$ cat src/rtl/bcd_counter.sv
// ---------------------------------------------------------------------------
// bcd_counter
//
// Multi-digit BCD up/down counter that feeds one BCD-to-7-segment decoder per
// digit. Supports synchronous clear, parallel load with digit sanitising,
// count enable with direction, and a registered terminal-count pulse for
// cascading. Every digit presented on bcd is always a legal code 0-9.
//
// Parameters:
//   DIGITS    number of BCD digits (1-8); digit 0 is least significant.
//
// Ports:
//   clk       rising-edge clock
//   rst_n     asynchronous active-low reset (clears bcd, tc, load_err)
//   clr       synchronous clear, highest-priority synchronous control
//   load      synchronous parallel load of load_val
//   load_val  value to load; digit i is bits [4i+3:4i]
//   en        count enable, one step per clock while high
//   up        direction when counting: 1 = increment, 0 = decrement
//   bcd       registered count; digit i is bits [4i+3:4i]
//   tc        registered one-cycle pulse on the cycle the wrapped value shows
//   load_err  registered one-cycle flag: a loaded digit was out of range
// ---------------------------------------------------------------------------
module bcd_counter #(
    parameter int DIGITS = 4
) (
    input  logic                  clk,
    input  logic                  rst_n,
    input  logic                  clr,
    input  logic                  load,
    input  logic [4*DIGITS-1:0]   load_val,
    input  logic                  en,
    input  logic                  up,
    output logic [4*DIGITS-1:0]   bcd,
    output logic                  tc,
    output logic                  load_err
);

    logic [4*DIGITS-1:0] bcd_q, bcd_d;
    logic                tc_q, tc_d;
    logic                load_err_q, load_err_d;

    // Sanitised copy of load_val: any digit 10-15 is forced to 0 and flagged.
    logic [4*DIGITS-1:0] load_clean;
    logic                load_bad;

    always_comb begin
        load_clean = '0;
        load_bad   = 1'b0;
        for (int i = 0; i < DIGITS; i++) begin
            if (load_val[4*i +: 4] > 4'd9) begin
                load_bad = 1'b1;
            end else begin
                load_clean[4*i +: 4] = load_val[4*i +: 4];
            end
        end
    end

    // Ripple the carry (up) or borrow (down) across all digits in one cycle.
    // A digit steps only while the chain is still live, i.e. every lower
    // digit sat at 9 (up) or 0 (down). A chain that survives the top digit
    // means the whole counter wrapped.
    logic [4*DIGITS-1:0] step_val;
    logic                chain;
    logic [3:0]          dig;

    always_comb begin
        step_val = bcd_q;
        chain    = 1'b1;
        dig      = '0;
        for (int i = 0; i < DIGITS; i++) begin
            dig = bcd_q[4*i +: 4];
            if (chain) begin
                if (up) begin
                    step_val[4*i +: 4] = (dig == 4'd9) ? 4'd0 : dig + 4'd1;
                    chain              = (dig == 4'd9);
                end else begin
                    step_val[4*i +: 4] = (dig == 4'd0) ? 4'd9 : dig - 4'd1;
                    chain              = (dig == 4'd0);
                end
            end
        end
    end

    // Next-state selection with priority clr > load > en > hold. tc and
    // load_err are pulses, so they default low and are only raised by the
    // single path that produces them.
    always_comb begin
        bcd_d      = bcd_q;
        tc_d       = 1'b0;
        load_err_d = 1'b0;
        if (clr) begin
            bcd_d = '0;
        end else if (load) begin
            bcd_d      = load_clean;
            load_err_d = load_bad;
        end else if (en) begin
            bcd_d = step_val;
            tc_d  = chain;
        end
    end

    always_ff @(posedge clk or negedge rst_n) begin
        if (!rst_n) begin
            bcd_q      <= '0;
            tc_q       <= 1'b0;
            load_err_q <= 1'b0;
        end else begin
            bcd_q      <= bcd_d;
            tc_q       <= tc_d;
            load_err_q <= load_err_d;
        end
    end

    assign bcd      = bcd_q;
    assign tc       = tc_q;
    assign load_err = load_err_q;

endmodule
$ cat config.mk
export PLATFORM = sky130hd
export DESIGN_NAME = bcd_counter
export DESIGN_NICKNAME = d
export VERILOG_FILES = /design/src/rtl/bcd_counter.sv
export SDC_FILE = /design/constraint.sdc
export NUM_CORES = 1
export LEC_CHECK = 0
export BUFFER_PORTS_ARGS = -buffer_cell sky130_fd_sc_hd__buf_2
export CAP_MARGIN = 20
export CORE_ASPECT_RATIO = 0.8
export CORE_MARGIN = 2
export CORE_UTILIZATION = 36
export CTS_CLUSTER_DIAMETER = 200
export CTS_CLUSTER_SIZE = 24
export DETAILED_ROUTE_END_ITERATION = 12
export HOLD_SLACK_MARGIN = 0.02
export SLEW_MARGIN = 10
export SYNTH_ARGS = -nofsm -noshare
export SYNTH_HDL_FRONTEND = slang
export SYNTH_SLANG_ARGS = --single-unit
$ cat constraint.sdc
create_clock -name clk -period 3.05 [get_ports clk]
set_clock_uncertainty 0.1 [all_clocks]
set_input_delay 0.4575 -clock clk [delete_from_list [all_inputs] [get_ports clk]]
set_output_delay 0.4575 -clock clk [all_outputs]
set_load 0.02 [all_outputs]
==> reports/qor.txt <==
Post-synth net total: 239
Fillcell total: 489
Pre-CTS WS: 0.782 ns
WL/cell: 14.2 µm
Clk root buf: clkbuf_8
Register area share after synthesis: 0.264
Final Hold Fails: 0
Initial Util: 0.373
First-pass GRT wire length: 6980 µm
Critical Path Fanout Max: 8
Chip height: 65.6 µm
Switching share of power: 0.355
Library cells used by synthesis: 65
Syn Inst Count: 213
Yosys warns: 0
Prevailing post-synth register cell: dfrtp_1
ANT nets after route: 0
EDFF count, synth: 0
Ys async rst share: 1.00
Antenna violations before repair: 0
Worst-Margin Slew: 0.530 ns
Share of cells above drive strength 1: 0.244
Die Footprint: 5310 µm²
Row cnt: 22
Via count: 1596
Sink Count: 18
Htree depth: 1
Number of DRC markers in iteration 0: 93
Crit-path cells: inv_1, ha_1, nor3b_2, o21ai_4, nor3_2, nand2b_4, mux2_2
GP Congestion: 0.840
Largest net degree at the start of global routing: 33
Peak supply drop: 196 µV
Met3 wire len: 211 µm
Met1 WL: 2150 µm
Register clock-pin slew on the reported worst setup and hold paths: 0.07 ns
DR DRC count: 0
Sw Pwr: 0.000257 W
Total power: 0.000723 W
Post-route clock period utilization: 0.717
Nature of the critical path startpoint: flip-flop
Critical Path RT: 3.09 ns
Crit Path Category: flip-flop to flip-flop
Setup tns final: 0 ns
Internal reg-to-reg setup slack: 0.86 ns
Register bit total from synthesis: 18
Setup violations, final: 0
CP max stage delay: 0.46 ns
Power Internal: 0.000467 W
CTS hold repair buffers: 0
CORE AREA: 4570 µm²
Syn-to-layout area delta: 13.7%
Hold Path Class: input pin to asynchronous set/reset pin
Port Buffers: 39
Setup WS post-layout: 0.864 ns
Data arrival, critical path: 2.23 ns
Top sig layer: met4
Crit path time final: 2.19 ns
TritonCTS clock tree: yes
Max-capacitance violation count: 0
Longest Clk Path Bufs: 2
Number of global-route vias before repair: 1393
Max-slew headroom: 0.647
Placed insts: 294
Ports: 40
Vias/cell: 5.36
Post-cts sizing count: 0
Clk pwr share: 0.274
Routed WL: 4220 µm
RSZ-0062 raised after global routing: false
Static leakage: 0.863 nW
Setup bufs post-CTS: 0
Final HPWL DP: 3050 µm
Logic pwr share: 0.314
Fin cells: 298
Avg Cell Area, Syn: 8.01 µm²
Seq pwr share: 0.411
CP Capture Type: flip-flop
Met2 WL: 1830 µm
All-layer global routing usage: 0.167
Core Util, Final: 0.425
Chip Width: 81.0 µm
Power per Cell Area: 373 nW/µm²
Initial DRT Pass Iterations: 4
Nets: 265
Fmax: 457 MHz
Status: completed
Post-synthesis instance area: 1710 µm²
Clk_lat worst skew: 0.26 ns
TritonCTS buffer count: 3
Grt ovf: 0
Critical-path top delay cell: dfrtp_1
Final Slew Violations: 0
Diode count: 0
[path summary, 6_finish.rpt]
check,startpoint,end,cells after the start
max in group asynchronous,rst_n,bcd[9]$_DFFE_PN0P_,1
worst min-delay path,rst_n,bcd[8]$_DFFE_PN0P_,1
worst max-delay path,bcd[0]$_DFFE_PN0P_,bcd[10]$_DFFE_PN0P_,7
worst max register to register,bcd[0]$_DFFE_PN0P_,bcd[10]$_DFFE_PN0P_,7
worst min register to register,bcd[13]$_DFFE_PN0P_,bcd[13]$_DFFE_PN0P_,2
min in group clk,load_val[3],bcd[3]$_DFFE_PN0P_,3
[sequential cells by signal (all words and copies together), names as in the netlist]
register / count
load_err: 1
tc: 1
bcd: 16
[metrics by stage]
step | hold slack [ns] | area (µm²)
finish | 0.0321 | 1940
global route | 0.0720 | 1940
CTS | 0.0484 | 1940
detailed placement | 0.332 | 1890
global placement | 0.327 | 1890
floorplan | 0.0619 | 1710
[critical path: cells and delay by family, from the launching register on]
| family | cells | cell delay [ns] |
|---|---|---|
| AO/OA/AOI/OAI | 1 | 0.14 |
| flip-flops | 1 | 0.46 |
| buffers and inverters | 1 | 0.14 |
| AND/OR/NAND/NOR | 3 | 0.65 |
| multiplexers | 1 | 0.34 |
| adder cells (fa/ha/maj) | 1 | 0.23 |
[layout make-up]
class                      instances  area [µm²]  share of cell area
tap                               60        75.1              0.0387
multi-input combinational        168        1130               0.583
inverter                           9        33.8              0.0174
timing repair buffer              39         195               0.101
clock buffer                       4        55.1              0.0284
sequential                        18         450               0.232
[cell families (layout without fill, tap and decap cells)]
family / Yosys count / count (layout) / synth area share
AND/OR/NAND/NOR: 84 / 84 / 0.282
AO/OA/AOI/OAI: 64 / 64 / 0.257
buffers and inverters: 27 / 52 / 0.0733
flip-flops: 18 / 18 / 0.264
multiplexers: 10 / 10 / 0.0645
XOR/XNOR: 6 / 6 / 0.0308
adder cells (fa/ha/maj): 4 / 4 / 0.0293
[cells in the final DEF, fill, tap and decap left out, types with 2 or more instances in the layout]
cell type	instances
buf_2	39
nor2_1	20
dfrtp_1	18
nand2_1	15
a21oi_1	15
o21ai_0	12
inv_1	9
and2_1	6
nor3_1	6
nand3_1	5
mux2i_1	5
and3_1	4
o21a_1	4
xnor2_1	4
mux2_2	4
ha_1	4
clkbuf_8	4
nor3_2	3
o22ai_1	3
a211oi_1	3
nand2b_1	3
nand3b_1	3
nor2b_1	2
or2_0	2
a221oi_1	2
o31ai_1	2
xor2_1	2
a31oi_1	2
o221ai_1	2
nand4b_1	2
a221o_1	2
[power by group through the flow]
stage	clock [W]	sequential (W)	combinational, W
floorplan	0	0.000296	0.000168
global placement	0	0.000302	0.000228
detailed placement	0	0.000301	0.000227
CTS	0.000205	0.000296	0.000228
global route	0.000218	0.000303	0.000253
finish	0.000198	0.000298	0.000227
[layer usage]
layer  track usage  up-vias
li1              -      824
met1         0.253      735
met2         0.248       32
met3        0.0330        5
met4        0.0254        0
met5             0        -
[cell usage after synthesis, drive strengths merged, types with 2 or more instances]
cell type	instances	area (µm²)
a211oi	3	22.5
a21oi	16	83.8
a221o	2	20.0
a221oi	2	17.5
a31oi	2	12.5
and2	6	37.5
and3	4	25.0
buf	13	72.6
clkbuf	5	18.8
dfrtp	18	450
ha	4	50.1
inv	9	33.8
mux2	5	60.1
mux2i	5	50.1
nand2	15	56.3
nand2b	4	32.5
nand3	5	25.0
nand3b	3	22.5
nand4b	2	17.5
nor2	21	81.3
nor2b	2	12.5
nor3	9	60.1
nor4	2	27.5
o21a	4	30.0
o21ai	14	81.3
o221ai	2	17.5
o22ai	3	18.8
o31ai	2	15.0
or2	4	25.0
xnor2	4	35.0
xor2	2	17.5
Power figures use the tool's default switching activity.
